--- src/rtl/pipe_ctrl_pkg.sv ---
// Shared types and constants for the pipeline hazard controller.
package pipe_ctrl_pkg;

    localparam int unsigned REG_W = 5;

    typedef enum logic {
        M_IDLE = 1'b0,
        M_WAIT = 1'b1
    } mem_state_e;

    localparam logic [1:0]       FWD_RF  = 2'b00;
    localparam logic [1:0]       FWD_WB  = 2'b01;
    localparam logic [1:0]       FWD_MEM = 2'b10;
    localparam logic [REG_W-1:0] REG_X0  = '0;

endpackage

--- src/rtl/fwd_unit.sv ---
// Per-operand EX bypass select: EX/MEM ALU result beats MEM/WB, x0 never bypassed.
module fwd_unit
    import pipe_ctrl_pkg::*;
(
    input  logic [REG_W-1:0] ex_rs,
    input  logic [REG_W-1:0] mem_rd,
    input  logic             mem_reg_write,
    input  logic             mem_read,
    input  logic [REG_W-1:0] wb_rd,
    input  logic             wb_reg_write,
    output logic [1:0]       fwd_sel_c
);

    // A load in EX/MEM has no data yet, so only ALU results bypass from there.
    always_comb begin
        fwd_sel_c = FWD_RF;
        if (mem_reg_write && !mem_read && (mem_rd != REG_X0) && (mem_rd == ex_rs)) begin
            fwd_sel_c = FWD_MEM;
        end else if (wb_reg_write && (wb_rd != REG_X0) && (wb_rd == ex_rs)) begin
            fwd_sel_c = FWD_WB;
        end
    end

endmodule

--- src/rtl/pipe_hazard_ctrl.sv ---
// Pipeline register sequencing for the 5-stage core: stalls, flushes, bypass
// selects, data-memory handshake with timeout, and a saturating stall counter.
module pipe_hazard_ctrl
    import pipe_ctrl_pkg::*;
#(
    parameter int unsigned MEM_TIMEOUT = 16,
    parameter int unsigned TO_W        = 5,
    parameter int unsigned STALL_CNT_W = 32
) (
    input  logic                   clk,
    input  logic                   rst,
    input  logic [4:0]             id_rs1,
    input  logic [4:0]             id_rs2,
    input  logic                   id_use_rs1,
    input  logic                   id_use_rs2,
    input  logic [4:0]             ex_rs1,
    input  logic [4:0]             ex_rs2,
    input  logic [4:0]             ex_rd,
    input  logic                   ex_reg_write,
    input  logic                   ex_mem_read,
    input  logic                   ex_branch_taken,
    input  logic [4:0]             mem_rd,
    input  logic                   mem_reg_write,
    input  logic                   mem_read,
    input  logic                   mem_write,
    input  logic [4:0]             wb_rd,
    input  logic                   wb_reg_write,
    input  logic                   dmem_ack,
    output logic                   pc_en,
    output logic                   if_id_en,
    output logic                   id_ex_en,
    output logic                   ex_mem_en,
    output logic                   mem_wb_en,
    output logic                   if_id_flush,
    output logic                   id_ex_flush,
    output logic [1:0]             fwd_a_sel,
    output logic [1:0]             fwd_b_sel,
    output logic                   dmem_req,
    output logic                   mem_err,
    output logic [STALL_CNT_W-1:0] stall_cnt
);

    mem_state_e             state_q, state_d;
    logic [TO_W-1:0]        to_cnt_q, to_cnt_d;
    logic                   mem_err_q, mem_err_d;
    logic [STALL_CNT_W-1:0] stall_cnt_q, stall_cnt_d;

    logic       mem_op, timeout, mem_done, mem_stall, load_use;
    logic [1:0] fwd_a_c, fwd_b_c;

    assign mem_op    = mem_read | mem_write;
    assign timeout   = (state_q == M_WAIT) && (to_cnt_q == TO_W'(MEM_TIMEOUT - 1));
    assign mem_done  = (state_q == M_WAIT) && (dmem_ack || timeout);
    assign mem_stall = mem_op && !mem_done;
    assign load_use  = ex_mem_read && ex_reg_write && (ex_rd != REG_X0) &&
                       ((id_use_rs1 && (id_rs1 == ex_rd)) || (id_use_rs2 && (id_rs2 == ex_rd)));

    fwd_unit u_fwd_a (
        .ex_rs         (ex_rs1),
        .mem_rd        (mem_rd),
        .mem_reg_write (mem_reg_write),
        .mem_read      (mem_read),
        .wb_rd         (wb_rd),
        .wb_reg_write  (wb_reg_write),
        .fwd_sel_c     (fwd_a_c)
    );

    fwd_unit u_fwd_b (
        .ex_rs         (ex_rs2),
        .mem_rd        (mem_rd),
        .mem_reg_write (mem_reg_write),
        .mem_read      (mem_read),
        .wb_rd         (wb_rd),
        .wb_reg_write  (wb_reg_write),
        .fwd_sel_c     (fwd_b_c)
    );

    always_ff @(posedge clk) begin
        if (rst) begin
            state_q     <= M_IDLE;
            to_cnt_q    <= '0;
            mem_err_q   <= 1'b0;
            stall_cnt_q <= '0;
        end else begin
            state_q     <= state_d;
            to_cnt_q    <= to_cnt_d;
            mem_err_q   <= mem_err_d;
            stall_cnt_q <= stall_cnt_d;
        end
    end

    // Memory handshake: an access always spends at least one cycle in M_WAIT.
    always_comb begin
        state_d   = state_q;
        to_cnt_d  = '0;
        mem_err_d = timeout && !dmem_ack;
        if (state_q == M_IDLE) begin
            if (mem_op) begin
                state_d = M_WAIT;
            end
        end else begin
            to_cnt_d = to_cnt_q + TO_W'(1);
            if (mem_done) begin
                state_d = M_IDLE;
            end
        end
    end

    // Hazard priority: memory stall, then taken branch, then load-use bubble.
    always_comb begin
        pc_en       = 1'b0;
        if_id_en    = 1'b0;
        id_ex_en    = 1'b0;
        ex_mem_en   = 1'b0;
        mem_wb_en   = 1'b0;
        if_id_flush = 1'b0;
        id_ex_flush = 1'b0;
        fwd_a_sel   = FWD_RF;
        fwd_b_sel   = FWD_RF;
        if (!rst) begin
            fwd_a_sel = fwd_a_c;
            fwd_b_sel = fwd_b_c;
            if (!mem_stall) begin
                id_ex_en  = 1'b1;
                ex_mem_en = 1'b1;
                mem_wb_en = 1'b1;
                if (ex_branch_taken) begin
                    pc_en       = 1'b1;
                    if_id_en    = 1'b1;
                    if_id_flush = 1'b1;
                    id_ex_flush = 1'b1;
                end else if (load_use) begin
                    id_ex_flush = 1'b1;
                end else begin
                    pc_en    = 1'b1;
                    if_id_en = 1'b1;
                end
            end
        end
    end

    always_comb begin
        stall_cnt_d = stall_cnt_q;
        if (!pc_en && (stall_cnt_q != {STALL_CNT_W{1'b1}})) begin
            stall_cnt_d = stall_cnt_q + STALL_CNT_W'(1);
        end
    end

    assign dmem_req  = (state_q == M_WAIT);
    assign mem_err   = mem_err_q;
    assign stall_cnt = stall_cnt_q;

endmodule
--- config.mk ---
export PLATFORM = sky130hd
export DESIGN_NAME = pipe_hazard_ctrl
export DESIGN_NICKNAME = d
export VERILOG_FILES = /design/src/rtl/pipe_ctrl_pkg.sv /design/src/rtl/fwd_unit.sv /design/src/rtl/pipe_hazard_ctrl.sv
export SDC_FILE = /design/constraint.sdc
export NUM_CORES = 1
export LEC_CHECK = 0
export BUFFER_PORTS_ARGS = -buffer_cell sky130_fd_sc_hd__buf_2
export CORE_UTILIZATION = 30
export DETAILED_ROUTE_END_ITERATION = 8
export PLACE_DENSITY_LB_ADDON = 0.15
export SLEW_MARGIN = 20
export SYNTH_ARGS = -nofsm -noshare
export SYNTH_HDL_FRONTEND = slang
export SYNTH_SLANG_ARGS = --single-unit
--- constraint.sdc ---
create_clock -name clk -period 2.4 [get_ports clk]
set_input_delay 0.24 -clock clk [delete_from_list [all_inputs] [get_ports clk]]
set_output_delay 0.24 -clock clk [all_outputs]
set_load 0.02 [all_outputs]
After elaboration in Yosys (flattened, before gate mapping)

Index checks and enable logic that the tools add are counted.

Register bits: 39
Output and inout port bits: 45

Add/sub/neg operators: 2
Eq/ne operators: 8
Multiplexer cells: 22
Bitwise gates (word level): 2
Reduce and logical (&&, ||, !) cells: 27

Operators with widths:

| cell                  | number |
|---|---|
| $add 32x1->32 const B | 1 |
| $ne 32x32->1 const B  | 1 |
| $eq 5x5->1            | 6 |
| $mux 1                | 18 |
| $logic_and 1x1->1     | 17 |
| $reduce_bool 5->1     | 3 |
| $mux 2                | 4 |
| $add 5x1->5 const B   | 1 |
| $eq 5x4->1 const B    | 1 |
| $logic_not 1->1       | 4 |
| $logic_or 1x1->1      | 2 |
| $reduce_or 2->1       | 1 |
| $not 1->1             | 1 |
| $or 1x1->1            | 1 |

Longest topological paths before layout

Gate-level depths: netlist (run 1).

Depth after elaboration: 10
Depth in mapped cells: 12
Gate-level depth less buffers: 10

By module

Synthesis (run 1) repeated with hierarchy kept, for this count alone.

Cells, all modules: 338
Area, all modules: 2746.4 um^2

Modules (own cells, without submodules):

| module           | times used | cells an instance | area an instance (um^2) | sequential area each (um^2) |
|---|---|---|---|---|
| pipe_hazard_ctrl | 1          | 296               | 2423.6                  | 780.7 |
| fwd_unit         | 2          | 21                | 161.4                   | 0.0 |

Least setup slack after synthesis (run 1)

Ideal clock, no wire load.

Kind: register to register
From: reg to_cnt_q[0]
To: reg stall_cnt_q[25] (netlist: stall_cnt[25])
Data arrival time: 2.323 ns
Required time: 2.279 ns
Path slack: -0.044 ns
Cell stages (with the launch flop): 12
Buffers on the path: 1
Cell sequence: dfxtp_1 > ha_1 > and3_1 > ha_1 > o21ai_0 > a21o_1 > inv_1 > o221ai_4 > nand2_4 > buf_6 > nor4_1 > mux2_2

Longest elaborated chain between the ends: 10

Ends and longest elaborated chain:

| element                | RTL line                | source |
|---|---|---|
| start, declared        | pipe_hazard_ctrl.sv:44  | `logic [TO_W-1:0] to_cnt_q, to_cnt_d;` |
| start signal, assigned | pipe_hazard_ctrl.sv:86  | `to_cnt_q <= to_cnt_d;` |
| $eq 5x4->1             | pipe_hazard_ctrl.sv:52  | `assign timeout = (state_q == M_WAIT) && (to_cnt_q == TO_W'(MEM_TIMEOUT - 1));` |
| $logic_and 1x1->1      | pipe_hazard_ctrl.sv:52  |  |
| $logic_or 1x1->1       | pipe_hazard_ctrl.sv:53  | `assign mem_done = (state_q == M_WAIT) && (dmem_ack \|\| timeout);` |
| $logic_and 1x1->1      | pipe_hazard_ctrl.sv:53  |  |
| $logic_not 1->1        | pipe_hazard_ctrl.sv:54  | `assign mem_stall = mem_op && !mem_done;` |
| $logic_and 1x1->1      | pipe_hazard_ctrl.sv:54  |  |
| $mux 1                 | pipe_hazard_ctrl.sv:123 | `if (!mem_stall) begin` |
| $mux 1                 | pipe_hazard_ctrl.sv:120 | `if (!rst) begin` |
| $logic_not 1->1        | pipe_hazard_ctrl.sv:144 | `if (!pc_en && (stall_cnt_q != {STALL_CNT_W{1'b1}})) begin` |
| $logic_and 1x1->1      | pipe_hazard_ctrl.sv:144 |  |
| end signal, assigned   | pipe_hazard_ctrl.sv:88  | `stall_cnt_q <= stall_cnt_d;` |
| end, declared          | pipe_hazard_ctrl.sv:46  | `logic [STALL_CNT_W-1:0] stall_cnt_q, stall_cnt_d;` |

Every way passes these cells.
A chain may end at the register's enable or synchronous reset.

Final worst setup path (run 1)

From: reg to_cnt_q[0]
To: reg stall_cnt_q[11] (netlist: stall_cnt[11])

Same word-level chain as after synthesis.

==> impl_metrics.toml, run 1 <==
[yosys]
avgSynthCellArea_um2 = 8.495
synth.net_count = 335
syn_inst = 285
yosysSeqAreaShare = 0.3225
ys_types = 45
synthesis.area_um2 = 2421
synth.ff_latch_count = 39
ys.warnings.count = 0

[placement]
gp_congestion = 0.8024
hpwl_um = 4919
place_inst = 482
port_buffers = 91
dp_slack_ns = -0.1458

[finish]
nNetsFinal = 445
diodes = 0
final_cells = 498
multi_input_area_um2 = 1609
layout-drive-gt1-share = 0.3965
final_core_utilization = 0.4207
syn2layout_area_growth_pct = 34.99
fillers = 812
regArea_um2 = 782.0

[cts]
h-tree-depth = 2
insertion_delay_ns = 0.29
cts_buffers = 5
cts.sink_count = 39
clock-root-buffer = "clkbuf_8"
clkTransAtPathRegs_ns = 0.08
ctsHoldBuffers = 0
clockBufferDepth = 2
cts_tree = "built"

[drt]
dr.pass1.iters = 4
drc = 0
drt_first_iter_violations = 75
vias_per_cell = 4.898
drt_wl_total_um = 6469
final_antenna_net_count = 0
vias = 2439
routedWlPerCell_um = 12.99

[grt]
antenna_found_initial = 0
grt_start_max_net_pins = 40
track_usage = 0.1597
overflow = 0
grt_pass1_vias = 2350
grt_pass1_wl_um = 10810

[floorplan]
die_area_um2 = 8434
start_util = 0.3117
die_w_um = 91.84
core-area_um2 = 7767
die_h_um = 91.84
ios = 92
num_rows = 32

[critical_path]
reg2reg_setup_slack_ns = 0.13
crit_start = "to_cnt_q[0]$_SDFF_PP0_"
start_kind = "register"
critPathCapture = "stall_cnt[11]$_SDFFE_PP0P_"
endpoint_kind = "register"
rr_worst_depth = 10
worstPathMaxFanout = 7
r2r-end = "stall_cnt[11]$_SDFFE_PP0P_"
path_class = "register to register"
reg2reg_from = "to_cnt_q[0]$_SDFF_PP0_"
crit_arrival_ns = 2.50
worst_ep_required_time_ns = 2.63

[sta]
setup_slack_ns = 0.1273
slew_viol_final = 0
rsz0062_at_grt = "no"
period_needed_ns = 2.273
finClkSkew_ns = 0.004691
fmax_mhz = 440.0
setup_viol = 0
final_hold_viol_count = 0
finalSetupTns_ns = 0
slew_headroom = 0.7163
min_period_over_period = 0.9470
tightest_slew_ns = 0.4246

[power_and_ir_drop]
finalPower_mw = 1.395
peakVddDrop_mv = 0.1738
power.density_nw_per_um2 = 426.8
leakagePower_nw = 1.357

[flow_run]
drv_cap = 0

[run_status]
status = "finished clean"

[hold_path]
hold_class = "primary input to register"
[Yosys cell counts (all sizes together)]
library cell	instances	share of area
nand4	10	0.028
or4b	1	0.0041
clkbuf	4	0.014
dfxtp	39	0.32
a21oi	24	0.050
a211oi	1	0.0052
o21ba	1	0.0041
or2	2	0.0052
o41ai	1	0.0036
o221ai	1	0.011
and2	5	0.014
nor4	8	0.021
o32a	1	0.0047
xnor2	17	0.061
ha	3	0.016
nor2	22	0.034
o31ai	8	0.025
a21o	1	0.0031
or4	12	0.037
nor3b	3	0.0093
nor3	3	0.0062
xor2	20	0.072
nand2	16	0.028
mux2i	1	0.0041
or3	13	0.036
nand3	14	0.029
o21ai	15	0.031
nand2b	1	0.0026
buf	8	0.030
mux2	5	0.023
and4	4	0.016
nor2b	6	0.016
and3	7	0.020
o22ai	1	0.0026
inv	7	0.011
[cell type report]
cell class	count	share of cell area
well taps	102	0.03905
inverters	7	0.008040
repair buffers	114	0.1953
clock inverters	2	0.003828
multi-input cells	228	0.4923
clock buffers	6	0.02221
flip-flops and latches	39	0.2393
[critical path: stages (launching register included)]
cell	delay, ns
dfxtp_2	0.33
ha_2	0.18
and3_1	0.14
ha_2	0.17
o21ai_2	0.16
a21o_4	0.19
o32a_4	0.20
nand2_8	0.08
buf_6	0.15
or4_4	0.47
a21oi_2	0.14
[logic make-up (layout without fill, tap and decap cells)]
group	after synthesis	count (layout)	share of synthesized area
AND/OR/NAND/NOR	127	128	0.3059
AO/OA/AOI/OAI	54	54	0.1395
flip-flops	39	39	0.3225
XOR/XNOR	37	37	0.1338
buffers and inverters	19	129	0.05530
multiplexers	6	6	0.02739
adder cells (fa/ha/maj)	3	3	0.01551
[cell usage in the layout, fill, tap and decap left out, types with 3 or more instances in the layout]
cell type   n
clkbuf_8    5
inv_1       6
and4_2      3
buf_6       4
and3_1      4
or4_1      11
nand3_1    14
nand2_1    15
nor2b_1     6
nor4_1      5
and3_2      3
o21ai_0    14
xor2_1     20
buf_4      17
nor3_1      3
mux2_2      5
nor2_1     22
buf_2      93
and2_1      3
nor3b_1     3
dfxtp_1    38
or3_1      11
xnor2_1    17
o31ai_1     8
nand4_1     9
a21oi_1    22
[per-stage QoR]
stage | cell area (µm²) | hold slack, ns
floorplan | 2421 | 0.3161
global placement | 3017 | 0.4642
detailed placement | 3017 | 0.4649
CTS | 3233 | 0.1468
global route | 3268 | 0.1565
finish | 3268 | 0.1630
[state kept, by name (all words and copies together) (netlist names)]
name and cells:
mem_err 1, dmem_req 1, to_cnt_q 5, stall_cnt 32
[layer usage]
metal  vias up  track usage  share of wire
met5         -            0              0
met4         0      0.05729          0.016
met3        10      0.03566          0.060
met2        77       0.2769           0.46
met1      1090       0.1932           0.46
li1       1262            -              -
[worst min path at each step]
stage               startpoint            endpoint  slack, ns  cells past startpoint
detailed placement    dmem_ack  mem_err$_SDFF_PP0_       0.46                      2
global route          dmem_ack  mem_err$_SDFF_PP0_       0.16                      2
CTS                   dmem_ack  mem_err$_SDFF_PP0_       0.15                      2
global placement      dmem_ack  mem_err$_SDFF_PP0_       0.46                      2
finish                dmem_ack  mem_err$_SDFF_PP0_       0.16                      2
floorplan             dmem_ack  mem_err$_SDFF_PP0_       0.32                      1
[what timing repair did]
| item | 4_1_cts | 5_1_grt |
|---|---|---|
| gates resized for setup | 13 | 9 |
| endpoints found under the setup margin | 22 | 21 |
| gates cloned | 3 | 0 |
| pin swaps | 7 | 4 |
| setup buffers | 5 | 0 |
[power breakdown]
group	switching [mW]	leakage, nW	internal, mW
registers	0.0102	0.315	0.657
clock network	0.244	0.0412	0.203
logic	0.153	1.00	0.127
Note: power is estimated with default switching activity, not from simulation.
==> run 2, diff against run 1 <==
--- a/constraint.sdc
+++ b/constraint.sdc
@@ -3,2 +3,2 @@
 set_output_delay 0.24 -clock clk [all_outputs]
-set_load 0.02 [all_outputs]
+set_load 0.005 [all_outputs]
==> run 2 against run 1 <==
Net effect: count of clock-buffer cells in the layout is the same; core utilization is essentially flat; highest routed layer unchanged; final cell count shrank 0.60%; register-to-register slack is essentially flat; die area is the same; first-iteration DRC count grew 9.3%; sequential share of layout area grew 0.057 points; critical endpoint is now stall_cnt[31]$_SDFFE_PP0P_; largest power group unchanged; non-clock buffer count shrank 3.
==> impl_metrics.toml, run 2 (synthesized netlist as in run 1, its figures left out) <==
[critical_path]
worst_path_most_repeated_cell = "ha_1"
path_class = "register to register"
start_kind = "register"
worstPathMaxFanout = 8
worst_ep_required_time_ns = 2.63
endpoint_kind = "register"
crit_chain = "ha_1 -> and3_1 -> ha_1 -> o21ai_2 -> a21o_4 -> inv_2 -> o221ai_4 -> nand2_8 -> buf_12 -> or4b_1 -> a21oi_1"
crit_slowest_cell = "or4b_1"
cpPeakStageDelay_ns = 0.46
crit_arrival_ns = 2.51

[placement]
gp_congestion = 0.8422
dp_slack_ns = -0.1213
place_inst = 479
port_buffers = 91
hpwl_um = 4672

[grt]
grt_pass1_vias = 2213
grt_pass1_wl_um = 10370
grt_start_max_net_pins = 41
antenna_found_initial = 0
overflow = 0
track_usage = 0.1514

[drt]
routedWlPerCell_um = 12.82
final_antenna_net_count = 0
dr.pass1.iters = 4
vias = 2467
drt_wl_total_um = 6347
vias_per_cell = 4.984
drc = 0
drt_first_iter_violations = 82

[floorplan]
core-area_um2 = 7767
num_rows = 32
die_w_um = 91.84
ios = 92
start_util = 0.3117
die_h_um = 91.84
die_area_um2 = 8434

[power_and_ir_drop]
power.density_nw_per_um2 = 426.2
peakVddDrop_mv = 0.1976
leakagePower_nw = 1.351

[finish]
nNetsFinal = 442
layout_common_cells = "91 x buf_2, 37 x dfxtp_1, 22 x nor2_1, 22 x a21oi_1, 20 x xor2_1"
syn2layout_area_growth_pct = 34.88
largest_reg_flops = 32
final_core_utilization = 0.4204
final_cells = 495
diodes = 0
final_common_cell = "buf_2"
layout-drive-gt1-share = 0.3868

[cts]
clkTransAtPathRegs_ns = 0.08
insertion_delay_ns = 0.30
cts_tree = "built"
clockBufferDepth = 2
clock-root-buffer = "clkbuf_8"
cts_buffers = 5
ctsHoldBuffers = 0
cts.sink_count = 39
h-tree-depth = 2

[sta]
slew_headroom = 0.7138
fmax_mhz = 438.5
min_period_over_period = 0.9503
finClkSkew_ns = 0.007532
tightest_slew_ns = 0.4294
setup_viol = 0
finalSetupTns_ns = 0
setup_slack_ns = 0.1192
period_needed_ns = 2.281
slew_viol_final = 0
final_hold_viol_count = 0

[flow_run]
drv_cap = 0

[run_status]
status = "finished clean"

[hold_path]
hold_class = "primary input to register"
## run 2: worst max-delay path, delay by kind of cell (launching register included)
kind | cells | cell delay, ns
adders and majority gates | 2 | 0.38
and+or+nand+nor | 3 | 0.72
AOI/OAI and AO/OA | 4 | 0.57
buffers and inverters | 2 | 0.21
DFF | 1 | 0.32
## run 2: through the flow
step                total power, mW  area (µm²)  hold WS (ns)
floorplan                    0.8100        2421        0.3161
global placement             0.9153        3019        0.4620
detailed placement           0.9164        3019        0.4510
CTS                           1.407        3234        0.1337
global route                  1.465        3266        0.1426
finish                        1.392        3266        0.1537
## run 2: where the power goes
part / total (mW) / internal (mW) / switching, mW
clock network: 0.451 / 0.203 / 0.247
logic: 0.274 / 0.141 / 0.133
registers: 0.667 / 0.657 / 0.00992
## run 2: final timing paths
check / from / endpoint / slack, ns / depth (start not counted)
min reg2reg: stall_cnt[20]$_SDFFE_PP0P_ / stall_cnt[20]$_SDFFE_PP0P_ / 0.50 / 2
min: dmem_ack / mem_err$_SDFF_PP0_ / 0.15 / 2
max reg2reg: to_cnt_q[0]$_SDFF_PP0_ / stall_cnt[31]$_SDFFE_PP0P_ / 0.12 / 11
max: to_cnt_q[0]$_SDFF_PP0_ / stall_cnt[31]$_SDFFE_PP0P_ / 0.12 / 11
## run 2: area by class of cell
| class | count | area [µm²] |
|---|---|---|
| multi-input cells | 228 | 1584 |
| repair buffers | 111 | 659.4 |
| well taps | 102 | 127.6 |
| clock buffers | 6 | 72.57 |
| clock inverters | 2 | 12.51 |
| flip-flops and latches | 39 | 783.3 |
| fillers | 803 | 4502 |
| inverters | 7 | 26.28 |
## run 2: layer usage
layer | part of all wire | GRT usage
met2 | 0.44 | 0.2494
met5 | 0 | 0
met4 | 0.013 | 0.05078
met3 | 0.067 | 0.03400
met1 | 0.48 | 0.1951
## run 2: timing repair
action	in CTS	in global routing
gates cloned	2	0
endpoints found under the setup margin	21	21
pin swaps	11	2
resized for setup	10	6
buffers inserted	5	1
